## src/rtl/tx_rd_req_tlp_gen_pkg.sv

```systemverilog
// Shared definitions for the TX memory-read request generator: TLP
// fmt/type constants, FSM state encoding, Max_Read_Request_Size decode
// and MRd64 header beat assembly.
package tx_rd_req_tlp_gen_pkg;

    // 4DW header, no data, memory read
    localparam logic [6:0] FMT_TYPE_MRD64 = 7'b01_00000;
    // 3DW header, with data, completion (used by the completion path)
    localparam logic [6:0] FMT_TYPE_CPLD  = 7'b10_01010;

    typedef enum logic [2:0] {
        ST_IDLE,
        ST_ARB,
        ST_HDR0,
        ST_HDR1,
        ST_ACK,
        ST_DRAIN
    } state_t;

    // Per-request length in DW and number of requests needed per chunk
    typedef struct packed {
        logic [9:0] len_dw;
        logic [2:0] req_cnt;
    } mrrs_t;

    // Max_Read_Request_Size code -> request length and split count.
    // Codes above 256 B are capped at 512 B since a chunk is never larger.
    function automatic mrrs_t mrrs_decode(input logic [2:0] code, input int chunk_bytes);
        mrrs_t r;
        int    shift;
        case (code)
            3'b000:  begin r.len_dw = 10'd32;  shift = 7; end
            3'b001:  begin r.len_dw = 10'd64;  shift = 8; end
            default: begin r.len_dw = 10'd128; shift = 9; end
        endcase
        r.req_cnt = 3'(chunk_bytes >> shift);
        return r;
    endfunction

    // Beat 0: DW0 (fmt/type, TC/TD/EP/Attr zero, Length) and DW1
    // (requester ID, tag, both byte enables fully set).
    function automatic logic [63:0] mrd64_beat0(input logic [9:0]  len_dw,
                                                input logic [15:0] requester_id,
                                                input logic [7:0]  tag);
        return {1'b0, FMT_TYPE_MRD64, 1'b0, 3'b000, 4'b0000, 1'b0, 1'b0, 2'b00, 2'b00, len_dw,
                requester_id, tag, 4'hF, 4'hF};
    endfunction

    // Beat 1: 64-bit DW-aligned address
    function automatic logic [63:0] mrd64_beat1(input logic [63:0] addr);
        return {addr[63:32], addr[31:2], 2'b00};
    endfunction

endpackage

```

## src/rtl/tx_rd_req_tlp_gen.sv

```systemverilog
// Issues MRd64 request TLPs on the TRN TX interface for each 512 B chunk
// requested by the TX buffer writer, splitting by Max_Read_Request_Size
// and sending all splits back to back under a single arbiter grant.
module tx_rd_req_tlp_gen
    import tx_rd_req_tlp_gen_pkg::*;
#(
    parameter int CHUNK_BYTES = 512,
    parameter int TAG_BITS    = 5
) (
    input  logic        trn_clk,
    input  logic        reset,
    input  logic        read_chunk,
    input  logic [63:0] huge_page_addr_read_from,
    output logic        read_chunk_ack,
    input  logic [15:0] cfg_completer_id,
    input  logic [15:0] cfg_dcommand,
    output logic        tx_req,
    input  logic        tx_gnt,
    output logic [63:0] trn_td,
    output logic [7:0]  trn_trem_n,
    output logic        trn_tsof_n,
    output logic        trn_teof_n,
    output logic        trn_tsrc_rdy_n,
    input  logic        trn_tdst_rdy_n
);

    state_t              state;
    logic [63:0]         addr_q;
    logic [9:0]          len_dw_q;
    logic [2:0]          req_left;
    logic [TAG_BITS-1:0] tag_q;

    mrrs_t               mrrs_dec;
    logic [63:0]         addr_next;
    logic [TAG_BITS-1:0] tag_next;
    logic                unused_dcommand;

    assign mrrs_dec  = mrrs_decode(cfg_dcommand[14:12], CHUNK_BYTES);
    assign addr_next = addr_q + {52'd0, len_dw_q, 2'b00};
    assign tag_next  = tag_q + TAG_BITS'(1);

    // Only the MRRS field of the device command register matters here
    assign unused_dcommand = &{1'b0, cfg_dcommand[15], cfg_dcommand[11:0]};

    // Request FSM with all TRN outputs registered; beats hold under backpressure
    always_ff @(posedge trn_clk) begin
        // NOTE: non-blocking assignments so every register samples pre-edge values.
        if (reset) begin
            state          <= ST_IDLE;
            addr_q         <= '0;
            len_dw_q       <= '0;
            req_left       <= '0;
            tag_q          <= '0;
            tx_req         <= 1'b0;
            read_chunk_ack <= 1'b0;
            trn_td         <= '0;
            trn_trem_n     <= 8'h00;
            trn_tsof_n     <= 1'b1;
            trn_teof_n     <= 1'b1;
            trn_tsrc_rdy_n <= 1'b1;
        end else begin
            case (state)
                ST_IDLE: begin
                    if (read_chunk) begin
                        addr_q   <= huge_page_addr_read_from;
                        len_dw_q <= mrrs_dec.len_dw;
                        req_left <= mrrs_dec.req_cnt;
                        tx_req   <= 1'b1;
                        state    <= ST_ARB;
                    end
                end
                ST_ARB: begin
                    if (tx_gnt) begin
                        trn_td         <= mrd64_beat0(len_dw_q, cfg_completer_id, 8'(tag_q));
                        trn_trem_n     <= 8'h00;
                        trn_tsof_n     <= 1'b0;
                        trn_teof_n     <= 1'b1;
                        trn_tsrc_rdy_n <= 1'b0;
                        state          <= ST_HDR0;
                    end
                end
                ST_HDR0: begin
                    if (!trn_tdst_rdy_n) begin
                        trn_td     <= mrd64_beat1(addr_q);
                        trn_tsof_n <= 1'b1;
                        trn_teof_n <= 1'b0;
                        state      <= ST_HDR1;
                    end
                end
                ST_HDR1: begin
                    if (!trn_tdst_rdy_n) begin
                        addr_q     <= addr_next;
                        tag_q      <= tag_next;
                        req_left   <= req_left - 3'd1;
                        trn_teof_n <= 1'b1;
                        if (req_left != 3'd1) begin
                            // Next split request follows immediately under the same grant
                            trn_td     <= mrd64_beat0(len_dw_q, cfg_completer_id, 8'(tag_next));
                            trn_tsof_n <= 1'b0;
                            state      <= ST_HDR0;
                        end else begin
                            trn_td         <= '0;
                            trn_tsrc_rdy_n <= 1'b1;
                            read_chunk_ack <= 1'b1;
                            state          <= ST_ACK;
                        end
                    end
                end
                ST_ACK: begin
                    read_chunk_ack <= 1'b0;
                    tx_req         <= 1'b0;
                    state          <= ST_DRAIN;
                end
                ST_DRAIN: begin
                    // Upstream drops read_chunk in response to the ack; ignore it here
                    state <= ST_IDLE;
                end
                default: begin
                    state <= ST_IDLE;
                end
            endcase
        end
    end

endmodule

```

## config.mk

```make
export PLATFORM = sky130hd
export DESIGN_NAME = tx_rd_req_tlp_gen
export DESIGN_NICKNAME = d
export VERILOG_FILES = /design/src/rtl/tx_rd_req_tlp_gen_pkg.sv /design/src/rtl/tx_rd_req_tlp_gen.sv
export SDC_FILE = /design/constraint.sdc
export NUM_CORES = 1
export LEC_CHECK = 0
export ABC_CLOCK_PERIOD_IN_PS = 4200
export BUFFER_PORTS_ARGS = -buffer_cell sky130_fd_sc_hd__buf_2
export CORE_ASPECT_RATIO = 1.2
export CORE_MARGIN = 5
export CORE_UTILIZATION = 25
export CTS_BUF_LIST = sky130_fd_sc_hd__clkbuf_16
export CTS_CLUSTER_DIAMETER = 120
export CTS_CLUSTER_SIZE = 20
export DETAILED_ROUTE_END_ITERATION = 8
export GPL_ROUTABILITY_DRIVEN = 1
export MAX_ROUTING_LAYER = met4
export PLACE_DENSITY_LB_ADDON = 0.2
export SYNTH_ARGS = -nofsm -noshare
export SYNTH_HDL_FRONTEND = slang
export SYNTH_SLANG_ARGS = --single-unit
```

## constraint.sdc

```tcl
create_clock -name trn_clk -period 4.2 [get_ports trn_clk]
set_input_delay 0.21 -clock trn_clk [delete_from_list [all_inputs] [get_ports trn_clk]]
set_output_delay 0.21 -clock trn_clk [all_outputs]
set_load 0.01 [all_outputs]
```

## Word-level counts from Yosys, hierarchy flattened

Cells that the tools add are included.

| word-level totals | value |
|---|---|
| bits in registers | 154 |
| output and inout bits | 77 |
| bits in latches | 0 |
| input bits | 101 |
| logic and storage cells | 77 |
| RAM bits | 0 |
| memories | 0 |
| memory bits (read-only) | 0 |

| cells by class | value |
|---|---|
| eq/ne operators | 12 |
| reduce and logical (&&, ||, !) cells | 16 |
| multiplexer cells | 33 |
| bitwise logic cells | 1 |
| shifts and indexed selects | 1 |
| divide/modulo/power cells | 0 |
| $add $sub $neg | 3 |
| order comparisons | 0 |
| $mul | 0 |

Operators with widths:

| cell | count |
|---|---|
| 64-bit 2-to-1 mux | 5 |
| 64-bit one-hot mux with 3 select lines | 1 |
| 64-bit one-hot mux with 2 select lines | 1 |
| 64-bit by 12-bit adder with 64-bit output | 1 |
| 62-bit 2-to-1 mux | 1 |
| 10-bit by 32-bit right shift with 3-bit output (first input constant) | 1 |
| 3-bit 2-to-1 mux | 7 |
| 8-bit one-hot mux with 2 select lines | 1 |
| 3-bit one-hot mux with 5 select lines | 1 |
| 2-bit != test (second input constant) | 6 |
| 4-bit AND reduction | 3 |
| 1-bit 2-to-1 mux | 9 |
| 4-bit one-hot mux with 2 select lines | 1 |
| 2-bit nonzero test | 4 |
| 3-bit by 1-bit equality test with 1-bit output (second input constant) | 2 |
| 3-bit by 2-bit equality test with 1-bit output (second input constant) | 2 |
| 3-bit zero test | 2 |
| 1-bit one-hot mux with 2 select lines | 3 |
| 1-bit one-hot mux with 3 select lines | 2 |
| 3-bit one-hot mux with 2 select lines | 1 |
| 2-bit AND reduction | 3 |
| 3-bit AND reduction | 2 |
| 5-bit by 1-bit adder with 5-bit output (second input constant) | 1 |
| 5-bit AND reduction | 1 |
| 5 further kinds | 5 |

## Logic depth before layout (Yosys ltp)

Gate-level depths: netlist of run 1.

| logic depth | value |
|---|---|
| depth in word-level cells | 5 |
| mapped depth | 9 |
| depth with buffers taken out | 7 |

## Least setup slack after synthesis of run 1

Ideal clock, no wire load.

| timing | value |
|---|---|
| kind | reg-to-reg |
| start point | reg addr_q[9] |
| end point | reg addr_q[40] |
| clock period less this slack | 2.585 ns |
| library setup time | 0.074 ns |
| slack | 1.615 ns |
| required time | 4.126 ns |
| buffers on the path | 2 |
| cell stages (with the launch flop) | 9 |
| data arrival time | 2.511 ns |
| cells stage by stage | dfxtp_1 > ha_1 > o211ai_2 > or3_1 > buf_2 > or4_1 > buf_2 > or4_1 > a31oi_1 |

| on the way | value |
|---|---|
| cells in the longest elaborated chain, start to end | 3 |

Ends and longest elaborated chain:

| element | line | RTL |
|---|---|---|
| start, declared | tx_rd_req_tlp_gen.sv:28 | `logic [63:0] addr_q;` |
| start signal, assigned | tx_rd_req_tlp_gen.sv:65 | `addr_q <= huge_page_addr_read_from;` |
| start signal, assigned | tx_rd_req_tlp_gen.sv:92 | `addr_q <= addr_next;` |
| 64-bit by 12-bit adder with 64-bit output | tx_rd_req_tlp_gen.sv:39 | `assign addr_next = addr_q + {52'd0, len_dw_q, 2'b00};` |
| 64-bit 2-to-1 mux | tx_rd_req_tlp_gen.sv:91 | `if (!trn_tdst_rdy_n) begin` |
| 64-bit one-hot mux with 2 select lines | tx_rd_req_tlp_gen.sv:62 | `case (state)` |

Every way passes these cells. The select of a mux whose other input is x is not followed.
A chain may end at the register's enable or synchronous reset.

## Worst setup path in the final report of run 1

Same ends and word-level chain as after synthesis.

==> reports/qor.csv, run 1 <==
stage,metric,value,unit
synthesis,Netlist Area Pre-Place,7350,sq um
layout,Fill cells,3153,
sta,worst relative slew slack,30.6,%
sta,fin crit share,70.6,%
floorplanning,Die ar.,33000,sq um
synthesis,"area leader, netlist",dfxtp_1,
run_status,status,completed,
layout,area growth from synthesis to layout,23.7,%
floorplanning,Initial Util,25.4,%
layout,share of layout cells above drive strength 1,21.6,%
sta,Achievable Freq,337,MHz
critical_path,Crit. End Element,flip-flop,
floorplanning,Die H,198,um
synthesis,top-area cell type share of the netlist area,39.2,%
critical_path,r2r setup slk,1.23,ns
grt,initial antenna violation count,2,
critical_path,Critical Path AT,3.33,ns
sta,TNS Setup,0,ns
grt,first-pass GRT wire length,44100,um
synthesis,Cells after Synth,927,
power_and_ir_drop,Max VDD drop,186,uV
floorplanning,IO Pins,178,
layout,final net count,1149,
critical_path,worst path required time,4.56,ns
sta,WHS,0.0147,ns
synthesis,synthesis warning total,0,
floorplanning,CORE AREA,28900,sq um
synthesis,Mean Syn Cell Area,7.93,sq um
floorplanning,Die Width,167,um
drt,initial drt markers,502,
power_and_ir_drop,switching share of power,30.5,%
sta,Period minus WS final,2.97,ns
power_and_ir_drop,Pwr Density,404,nW/um^2
drt,Routed WL,28200,um
layout,most frequent cells in the layout,"buf_2 (153), dfxtp_1 (144), nor2_1 (129)",
place,DP Worst Slack,1.25,ns
place,HPWL after DPL,19500,um
synthesis,synth top area cells,"dfxtp_1 (39%), nor2_1 (6.6%), nand2_1 (4.6%)",
drt,drt wl/cell,19.6,um
clock_network,CTS tree,built,
layout,Layout Utilization,31.4,%
clock_network,"Clk pin slew, worst setup/hold paths",0.07,ns
floorplanning,Std-Cell Rows,68,
place,GP Congestion,0.787,
clock_network,later-pin clock latency in the skew report,0.44,ns
sta,unrepaired setup endpoints after global routing,no,
power_and_ir_drop,Comb pwr share,13.8,%
drt,drt pass-1 iters,7,
sta,Slew @ Worst Pin,1.04,ns
critical_path,crit start category,flip-flop,
power_and_ir_drop,power share of the clock group,42.8,%
synthesis,"FF+latch count, synth",144,
synthesis,Most used DFF post-synth,dfxtp_1,
clock_network,Bufs on Longest Clock Path,2,
power_and_ir_drop,Seq pwr share,43.4,%
synthesis,number of synthesized flops with an enable pin,0,
power_and_ir_drop,P_int,2.56,mW
sta,Max Slew Vio Count,0,
drt,via count,7609,
drt,drc violations,0,
grt,GRT overflow,0,
synthesis,"Seq/Total Area, Yosys",39.2,%
hold_path,type of the worst min-delay path,input pin to flip-flop,
clock_network,number of CTS-inserted buffers,17,
sta,# setup viols final,0,
drt,Via-to-Cell Ratio,5.28,
synthesis,ys async rst share,0,%
layout,"commonest non-fill, non-tap cell in the layout",buf_2,
synthesis,post-synth cell types,71,
critical_path,CP Class,flip-flop to flip-flop,
grt,vias in the first global route,7507,
grt,All-Layer GR Usage,17.3,%
clock_network,clock root cell,clkbuf_16,
sta,final worst setup slack,1.23,ns
job,max_cap viols,0,
clock_network,H-tree depth,4,
drt,post-route ant nets,0,
critical_path,Critical Path Fanout Max,9,
sta,"Hold Vio Cnt, Final",0,
power_and_ir_drop,sw power,1.12,mW
clock_network,CTS sink cnt,144,
sta,clock skew,0.0136,ns
power_and_ir_drop,leak pwr,3.48,nW
grt,pin count of the biggest net entering global routing,56,
place,PortBufs,154,
-- worst max-delay path, stage by stage (launching register included) --
cell and delay [ns]:
dfxtp_1 0.33, ha_1 0.37, o211ai_2 0.14, or3_1 0.54, or4_1 0.79, or4_1 0.54
a31oi_1 0.16
-- Yosys cell counts, drive strengths merged (12+ instances only) --
cell / number
a211oi: 14
a21oi: 66
a221oi: 13
a222oi: 19
a22oi: 33
a31oi: 15
and3: 14
buf: 17
clkbuf: 76
dfxtp: 144
mux2i: 12
nand2: 91
nand3: 28
nand4: 29
nor2: 130
nor3: 25
nor4: 22
o21ai: 27
-- worst paths after layout --
path                                        startpoint                 endpoint  depth (start not counted)
worst max-delay path            addr_q[9]$_SDFFE_PP0P_  addr_q[40]$_SDFFE_PP0P_                          6
worst min-delay path               cfg_completer_id[5]  trn_td[21]$_SDFFE_PP0P_                          3
worst max register to register  addr_q[9]$_SDFFE_PP0P_  addr_q[40]$_SDFFE_PP0P_                          6
worst min register to register  trn_td[8]$_SDFFE_PP0P_   trn_td[8]$_SDFFE_PP0P_                          2
-- cells by family after synthesis --
group | Yosys count | synth area share (%)
adder cells (fa/ha/maj) | 7 | 1.29
buffers and inverters | 100 | 5.62
multiplexers | 12 | 1.63
AND/OR/NAND/NOR | 400 | 26.9
other | 1 | 0.0510
AO/OA/AOI/OAI | 260 | 25.0
XOR/XNOR | 3 | 0.357
flip-flops | 144 | 39.2
-- per-layer routing --
layer / part of all wire [%] / global-route usage [%] / wire (um) / vias up
met5: 0 / - / 0 / -
met4: 2.0 / 5.70 / 562 / 0
met2: 49 / 28.9 / 13800 / 188
li1: - / - / - / 3709
met3: 4.5 / 2.92 / 1280 / 32
met1: 45 / 21.4 / 12600 / 3680
-- final cells by class --
class | count | area [sq um] | area share [%]
Antenna cell | 2 | 5.00 | 0.0550
Clock buffer | 17 | 425 | 4.68
Clock inverter | 15 | 174 | 1.91
Inverter | 7 | 26.3 | 0.289
Multi-Input combinational cell | 690 | 4120 | 45.2
Sequential cell | 144 | 2880 | 31.7
Tap cell | 385 | 482 | 5.30
Timing Repair Buffer | 181 | 986 | 10.8
-- stage by stage --
step / power [mW] / cells / instance area, sq um
after floorplan: 1.92 / 934 / 7380
after global placement: 2.13 / 1403 / 8450
after detailed placement: 2.14 / 1403 / 8450
after CTS: 3.73 / 1439 / 9090
after global routing: 3.85 / 1441 / 9100
final: 3.68 / 1441 / 9100
-- power groups by stage --
stage / clock network (mW) / logic, mW / registers, mW
final: 1.57 / 0.508 / 1.59
after global routing: 1.66 / 0.570 / 1.61
after CTS: 1.62 / 0.515 / 1.60
after detailed placement: 0 / 0.511 / 1.63
after global placement: 0 / 0.508 / 1.62
after floorplan: 0 / 0.344 / 1.57
-- what timing repair did --
action / CTS / global route
buffers inserted: 0 / 0
resized for setup: 0 / 0
hold buffers: 4 / 0
hold endpoints to repair: 4 / 0
-- state kept, by name, indices dropped and copies added (netlist names) --
signal / flops
trn_td: 63
addr_q: 62
tag_q: 5
len_dw_q: 3
req_left: 3
state: 3
read_chunk_ack: 1
trn_teof_n: 1
trn_tsof_n: 1
trn_tsrc_rdy_n: 1
tx_req: 1
(Power assumes the default switching activity.)
==> inputs of run 2 (changes only) <==
- ABC_AREA: default -> 1
- ABC_CLOCK_PERIOD_IN_PS: 4200 -> 2700
- clock period: 4.2 -> 2.7 ns (I/O delays scaled with it)
==> run 2 against run 1 <==
Worst hold slack improved by 0.019 ns. Area after synthesis up 9.6%. Largest cell class unchanged. Sequential share of layout area down 3.2 points. Non-clock buffer count up 26.
==> reports/qor.csv, run 2 <==
stage,metric,value,unit,change
run_status,status,completed,,
synthesis,top-count cell post-synth,nand2_1,,
critical_path,Critical Path AT,2.68,ns,-0.65 ns
clock_network,"Clk pin slew, worst setup/hold paths",0.06,ns,about the same
sta,clock skew,0.0124,ns,-0.00126 ns
grt,initial antenna violation count,0,,-2
sta,Period minus WS final,2.38,ns,-0.585 ns
grt,GRT overflow,0,,unchanged
synthesis,Netlist Area Pre-Place,8060,sq um,+9.6%
critical_path,"most used cell, CP",nand2_1,,
floorplanning,Die Width,174,um,+4.4%
critical_path,critical path launch point,addr_q[7]$_SDFFE_PP0P_,,
synthesis,number of synthesized flops with an enable pin,0,,unchanged
drt,Via-to-Cell Ratio,4.60,,-13%
sta,# setup viols final,0,,unchanged
synthesis,Synth Area in Compound Gates,16.1,%,-8.8 points
power_and_ir_drop,Max VDD drop,411,uV,+120%
critical_path,Crit. End Element,flip-flop,,
power_and_ir_drop,leak pwr,4.08,nW,+17%
drt,Routed WL,30900,um,+9.5%
synthesis,"area leader, netlist",dfxtp_1,,
critical_path,crit start category,flip-flop,,
clock_network,setup repair bufs after CTS,0,,unchanged
layout,final net count,1557,,+36%
place,PortBufs,154,,unchanged
layout,Final Instance Area,10100,sq um,+11%
layout,ANT cells,0,,-2
sta,Slew @ Worst Pin,0.755,ns,-0.285 ns
clock_network,CTS Hold Buffers Added,34,,+30
critical_path,worst r2r src,addr_q[7]$_SDFFE_PP0P_,,
synthesis,Most used DFF post-synth,dfxtp_1,,
drt,initial drt markers,532,,+6.0%
drt,drc violations,0,,unchanged
drt,via count,8603,,+13%
synthesis,synthesis warning total,0,,unchanged
layout,most frequent cells in the layout,"nand2_1 (407), nor2_1 (179), buf_2 (153)",,
place,DP Worst Slack,0.336,ns,-0.917 ns
grt,first-pass GRT wire length,48300,um,+9.4%
place,placed cell area,9200,sq um,+8.8%
layout,Largest Register,trn_td,,
synthesis,post-synthesis adder-cell area fraction,1.18,%,-0.11 points
critical_path,worst path required time,2.99,ns,-1.57 ns
drt,post-route ant nets,0,,unchanged
critical_path,Crit-path slowest cell,nor2_1,,
layout,largest registers,"trn_td (63), addr_q (62), tag_q (5)",,
synthesis,Synth top cells by count,"nand2_1 (407), nor2_1 (179), dfxtp_1 (144)",,
synthesis,post-synth cell types,41,,-42%
sta,worst relative slew slack,49.6,%,+19 points
clock_network,clock root cell,clkbuf_16,,
grt,All-Layer GR Usage,17.6,%,+0.31 points
layout,"commonest non-fill, non-tap cell in the layout",nand2_1,,
synthesis,"FF+latch count, synth",144,,unchanged
critical_path,Critical Path Fanout Max,5,,-4
layout,max reg flops,63,,unchanged
drt,drt pass-1 iters,5,,-2
critical_path,CP Class,flip-flop to flip-flop,,
floorplanning,Std-Cell Rows,72,,+5.9%
sta,fin crit share,88.2,%,+18 points
place,GP Congestion,0.926,,+18%
sta,final worst setup slack,0.318,ns,-0.915 ns
clock_network,H-tree depth,4,,unchanged
synthesis,Mean Syn Cell Area,6.29,sq um,-21%
synthesis,ys async rst share,0,%,unchanged
sta,"Hold Vio Cnt, Final",0,,unchanged
sta,Max Slew Vio Count,0,,unchanged
layout,share of layout cells above drive strength 1,16.6,%,-5.0 points
drt,drt wl/cell,16.5,um,-16%
synthesis,largest family of logic cells by synthesized area,simple AND/OR/NAND/NOR gates,,
grt,vias in the first global route,8366,,+11%
hold_path,hold path start,huge_page_addr_read_from[39],,
clock_network,CTS tree,built,,
synthesis,mux cell area share after synthesis,0,%,-1.6 points
clock_network,number of CTS-inserted buffers,17,,unchanged
synthesis,synth top area cells,"dfxtp_1 (36%), nand2_1 (19%), nor2_1 (8.3%)",,
clock_network,CTS sink cnt,144,,unchanged
synthesis,fraction of synthesized cell area in xor and xnor cells,1.63,%,+1.3 points
grt,pin count of the biggest net entering global routing,67,,+20%
sta,unrepaired setup endpoints after global routing,no,,
hold_path,type of the worst min-delay path,input pin to flip-flop,,
clock_network,later-pin clock latency in the skew report,0.43,ns,about the same
floorplanning,CORE AREA,32100,sq um,+11%
power_and_ir_drop,Pwr Density,802,nW/um^2,+98%
synthesis,simple-gate share of the synthesized area,36.3,%,+9.4 points
synthesis,top-area cell type share of the netlist area,35.8,%,-3.4 points
critical_path,crit-path cells,ha_1 -> fa_1 -> nand3_1 -> nand2_1 -> nand2_1 -> nor2_1 -> nand2_1 -> xor2_1 -> nand2_1 -> nand2_1 -> a21oi_1,,
floorplanning,Die ar.,36000,sq um,+9.1%
layout,area growth from synthesis to layout,25.6,%,
sta,TNS Setup,0,ns,unchanged
job,max_cap viols,0,,unchanged
place,HPWL after DPL,23600,um,+21%
clock_network,Bufs on Longest Clock Path,2,,unchanged
clock_network,CTS resizes,0,,unchanged
critical_path,"Largest stage delay, worst path",0.42,ns,-0.37 ns
floorplanning,Initial Util,25.1,%,-0.28 points
floorplanning,IO Pins,178,,unchanged
sta,Achievable Freq,420,MHz,+25%
synthesis,"Seq/Total Area, Yosys",35.8,%,-3.4 points
floorplanning,Die H,207,um,+4.5%
synthesis,Cells after Synth,1282,,+38%
[run 2: changes by cell type after synthesis, sizes merged, moves of 22 or more]
| cell | before | now |
|---|---|---|
| buf | 17 | 45 |
| nand2 | 91 | 412 |
| o21ai | 27 | 64 |
| a22oi | 33 | 5 |
| nor4 | 22 | 0 |
| nor2 | 130 | 184 |
| clkbuf | 76 | 21 |
| nand3 | 28 | 65 |
| inv | 7 | 96 |
| a21oi | 66 | 127 |
[run 2: layer usage]
layer  GRT usage (%)  wire length [um]  share of wire [%]  vias to the layer above
met2            27.9             14200                 46                      217
met1            23.7             15100                 49                     3892
met4            4.13               350                1.1                        0
met3            2.97              1310                4.2                       18
li1                -                 -                  -                     4476
met5               -                 0                  0                        -
[run 2: stage by stage]
stage | hold WS (ns) | total power, mW | util (%) | instances
4_1_cts | 0.000423 | 8.23 | 31.6 | 1869
2_1_floorplan | 0.279 | 4.80 | - | 1289
6_report | 0.0337 | 8.12 | 31.6 | 1869
5_1_grt | 0.0220 | 8.71 | 31.6 | 1869
3_3_place_gp | 0.389 | 5.74 | 28.7 | 1803
3_5_place_dp | 0.396 | 5.77 | 28.7 | 1803
[run 2: kinds of logic after synthesis]
family | Yosys count
simple gates | 713
compound gates | 240
buf+inv | 162
flops | 144
xor+xnor | 15
fa+ha+maj | 7
other cells | 1
[run 2: power breakdown]
part           internal, mW  leakage (nW)  switching (mW)
Clock                  1.37         0.266            1.03
Combinational         0.935          2.63            1.69
Sequential             2.59          1.18           0.504
[run 2: area by class of cell]
| cell class | instances | area [sq um] |
|---|---|---|
| Clock buffer | 17 | 425 |
| Clock inverter | 15 | 161 |
| Multi-Input combinational cell | 983 | 4490 |
| Fill cell | 3651 | 21900 |
| Tap cell | 407 | 509 |
| Sequential cell | 144 | 2880 |
| Timing Repair Buffer | 207 | 1290 |
| Inverter | 96 | 360 |
[run 2: path summary, 6_finish.rpt]
kind / to / slack, ns / cells after the start
hold / removal: addr_q[39]$_SDFFE_PP0P_ / 0.03 / 3
hold reg to reg: trn_tsof_n$_SDFFE_PP1P_ / 0.45 / 2
setup reg to reg: addr_q[37]$_SDFFE_PP0P_ / 0.32 / 11
setup / recovery: addr_q[37]$_SDFFE_PP0P_ / 0.32 / 11
[run 2: worst max-delay path, delay by kind of cell (launching register included)]
kind	cells	cell delay [ns]
AO/OA/AOI/OAI	1	0.06
XOR/XNOR	1	0.17
adder cells (fa/ha/maj)	2	0.47
flip-flops	1	0.39
AND/OR/NAND/NOR	7	1.16
==> inputs of run 3 (changes only) <==
- CORE_UTILIZATION: 25 -> 35
==> run 3 against run 2 <==
Final cell count is 5.1% lower. Setup slack better by 0.088 ns. Critical path depth is 1 lower. Fmax is 3.8% higher. Non-clock buffer count is 2 higher. Clock skew hardly changed. Highest routed layer unchanged.
==> reports/qor.csv, run 3 (synthesis gave the netlist of run 2 again) <==
stage,metric,value,unit,change
sta,worst relative slew slack,42.4,%,-7.2 points
critical_path,CP Class,flip-flop to flip-flop,,
critical_path,crit-path cells,ha_1 -> fa_1 -> nand2_1 -> nand2_1 -> nand2_1 -> nor3_1 -> buf_4 -> xor2_1 -> nand2_1 -> a21oi_1,,
drt,drc violations,0,,unchanged
power_and_ir_drop,Max VDD drop,441,uV,+7.2%
sta,unrepaired setup endpoints after global routing,no,,
drt,Routed WL,29500,um,-4.5%
grt,vias in the first global route,8293,,-0.87%
clock_network,later-pin clock latency in the skew report,0.44,ns,about the same
clock_network,Bufs on Longest Clock Path,2,,unchanged
layout,max reg flops,63,,unchanged
grt,initial antenna violation count,0,,unchanged
sta,Achievable Freq,436,MHz,+3.8%
critical_path,Crit-path slowest cell,nor3_1,,
sta,fin crit share,85.0,%,-3.3 points
layout,register area,2880,sq um,unchanged
critical_path,worst path required time,3.06,ns,+0.07 ns
power_and_ir_drop,power share of the clock group,29.2,%,-0.3 points
critical_path,Critical Path Fanout Max,3,,-2
sta,Period minus WS final,2.29,ns,-0.0879 ns
power_and_ir_drop,switching share of power,40.3,%,+0.56 points
layout,largest registers,"trn_td (63), addr_q (62), tag_q (5)",,
clock_network,"Clk pin slew, worst setup/hold paths",0.06,ns,about the same
job,max_cap viols,0,,unchanged
place,PortBufs,154,,unchanged
place,GP Congestion,0.952,,+2.9%
critical_path,"most used cell, CP",nand2_1,,
layout,share of layout cells above drive strength 1,17.1,%,+0.46 points
drt,post-route ant nets,0,,unchanged
sta,# setup viols final,0,,unchanged
clock_network,setup repair bufs after CTS,0,,unchanged
clock_network,H-tree depth,4,,unchanged
sta,Max Slew Vio Count,0,,unchanged
floorplanning,Initial Util,35.7,%,+11 points
grt,All-Layer GR Usage,23.1,%,+5.5 points
layout,multi-input logic area,4490,sq um,unchanged
layout,Fill cells,2423,,-34%
power_and_ir_drop,P_int,4.79,mW,-2.1%
critical_path,Critical Path AT,2.65,ns,-0.03 ns
layout,Non-Filler Instances,1774,,-5.1%
layout,"commonest non-fill, non-tap cell in the layout",nand2_1,,
sta,Slew @ Worst Pin,0.863,ns,+0.108 ns
sta,clock skew,0.0124,ns,-0.00000970 ns
drt,via count,8671,,+0.79%
hold_path,type of the worst min-delay path,input pin to flip-flop,,
grt,first-pass GRT wire length,46000,um,-4.7%
grt,GRT overflow,0,,unchanged
layout,most frequent cells in the layout,"nand2_1 (407), nor2_1 (179), buf_2 (153)",,
layout,area growth from synthesis to layout,23.8,%,
floorplanning,Die H,176,um,-15%
power_and_ir_drop,leak pwr,4.09,nW,+0.43%
grt,pin count of the biggest net entering global routing,64,,-4.5%
critical_path,Crit. End Element,flip-flop,,
layout,ANT cells,0,,unchanged
power_and_ir_drop,Pwr Density,804,nW/um^2,+0.20%
drt,drt pass-1 iters,5,,unchanged
drt,initial drt markers,571,,+7.3%
clock_network,clock root cell,clkbuf_16,,
floorplanning,CORE AREA,22600,sq um,-30%
power_and_ir_drop,sw power,3.23,mW,+0.15%
layout,Largest Register,trn_td,,
drt,Via-to-Cell Ratio,4.89,,+6.2%
floorplanning,IO Pins,178,,unchanged
clock_network,CTS sink cnt,144,,unchanged
sta,WHS,0.00251,ns,-0.0312 ns
critical_path,"Largest stage delay, worst path",0.61,ns,+0.19 ns
floorplanning,Die ar.,26200,sq um,-27%
clock_network,CTS tree,built,,
critical_path,crit start category,flip-flop,,
sta,TNS Setup,0,ns,unchanged
floorplanning,Std-Cell Rows,60,,-17%
place,Inst Count DP,1712,,-5.0%
place,HPWL after DPL,22000,um,-6.9%
clock_network,number of CTS-inserted buffers,17,,unchanged
drt,drt wl/cell,16.6,um,+0.66%
power_and_ir_drop,Comb pwr share,32.0,%,-0.4 points
floorplanning,Die Width,149,um,-15%
power_and_ir_drop,Seq pwr share,38.7,%,+0.6 points
run_status,status,completed,,
layout,final net count,1559,,+0.13%
sta,"Hold Vio Cnt, Final",0,,unchanged
==> run 3: changes by cell type in the layout (fill, tap and decap cells not counted), sizes merged <==
cell         previous run  this run
dlygate4sd3            34        30
clkinvlp                6         3
inv                    98       104
bufinv                  2         1
clkinv                  5         3
buf                   173       179
==> run 3: layout make-up <==
class	instances	area share [%]
timing repair buffer	209	12.9
multi-input combinational	983	45.0
sequential	144	28.9
inverter	96	3.61
clock buffer	17	4.26
tap	310	3.89
clock inverter	15	1.47
==> run 3: timing repair <==
item                                   CTS  global route
hold buffers                            30             0
endpoints found under the hold margin   30             0
resized for setup                        0             0
setup endpoints to repair                0             0
==> run 3: worst max-delay path, delay by kind of cell, from the launching register on <==
family                     cells  cell delay (ns)
buffers and inverters          1             0.22
DFF                            1             0.38
xor gates and xnor gates       1             0.15
and+or+nand+nor                5             0.89
AOI/OAI and AO/OA              1             0.13
adders and majority gates      2             0.44
==> run 3: final timing paths <==
check	from	slack (ns)	cells past startpoint	endpoint
setup / recovery	addr_q[7]$_SDFFE_PP0P_	0.41	10	addr_q[27]$_SDFFE_PP0P_
hold / removal	huge_page_addr_read_from[9]	0.003	3	addr_q[9]$_SDFFE_PP0P_
setup reg to reg	addr_q[7]$_SDFFE_PP0P_	0.41	10	addr_q[27]$_SDFFE_PP0P_
hold reg to reg	trn_td[40]$_SDFFE_PP0P_	0.46	2	trn_td[40]$_SDFFE_PP0P_
==> run 3: through the flow <==
step | total power, mW | setup slack (ns) | utilization (%) | cell area (sq um)
floorplan | 4.80 | 0.909 | - | 8090
global placement | 5.68 | 0.476 | 40.3 | 9110
detailed placement | 5.71 | 0.445 | 40.3 | 9110
CTS | 8.10 | 0.416 | 44.2 | 9980
global route | 8.57 | 0.263 | 44.2 | 9980
finish | 8.02 | 0.406 | 44.2 | 9980
==> run 3: power by group through the flow <==
| stage | registers [mW] | logic (mW) | clock network [mW] |
|---|---|---|---|
| after floorplan | 3.07 | 1.73 | 0 |
| after global placement | 3.14 | 2.54 | 0 |
| after detailed placement | 3.15 | 2.56 | 0 |
| after CTS | 3.10 | 2.60 | 2.39 |
| after global routing | 3.18 | 2.89 | 2.50 |
| final | 3.11 | 2.57 | 2.35 |
==> run 3: metal layers <==
| metal | track usage, % | wire, um | vias to the layer above |
|---|---|---|---|
| li1 | - | - | 4488 |
| met1 | 30.0 | 13800 | 3926 |
| met2 | 37.8 | 13900 | 217 |
| met3 | 2.85 | 1210 | 40 |
| met4 | 7.20 | 654 | 0 |
| met5 | - | 0 | - |
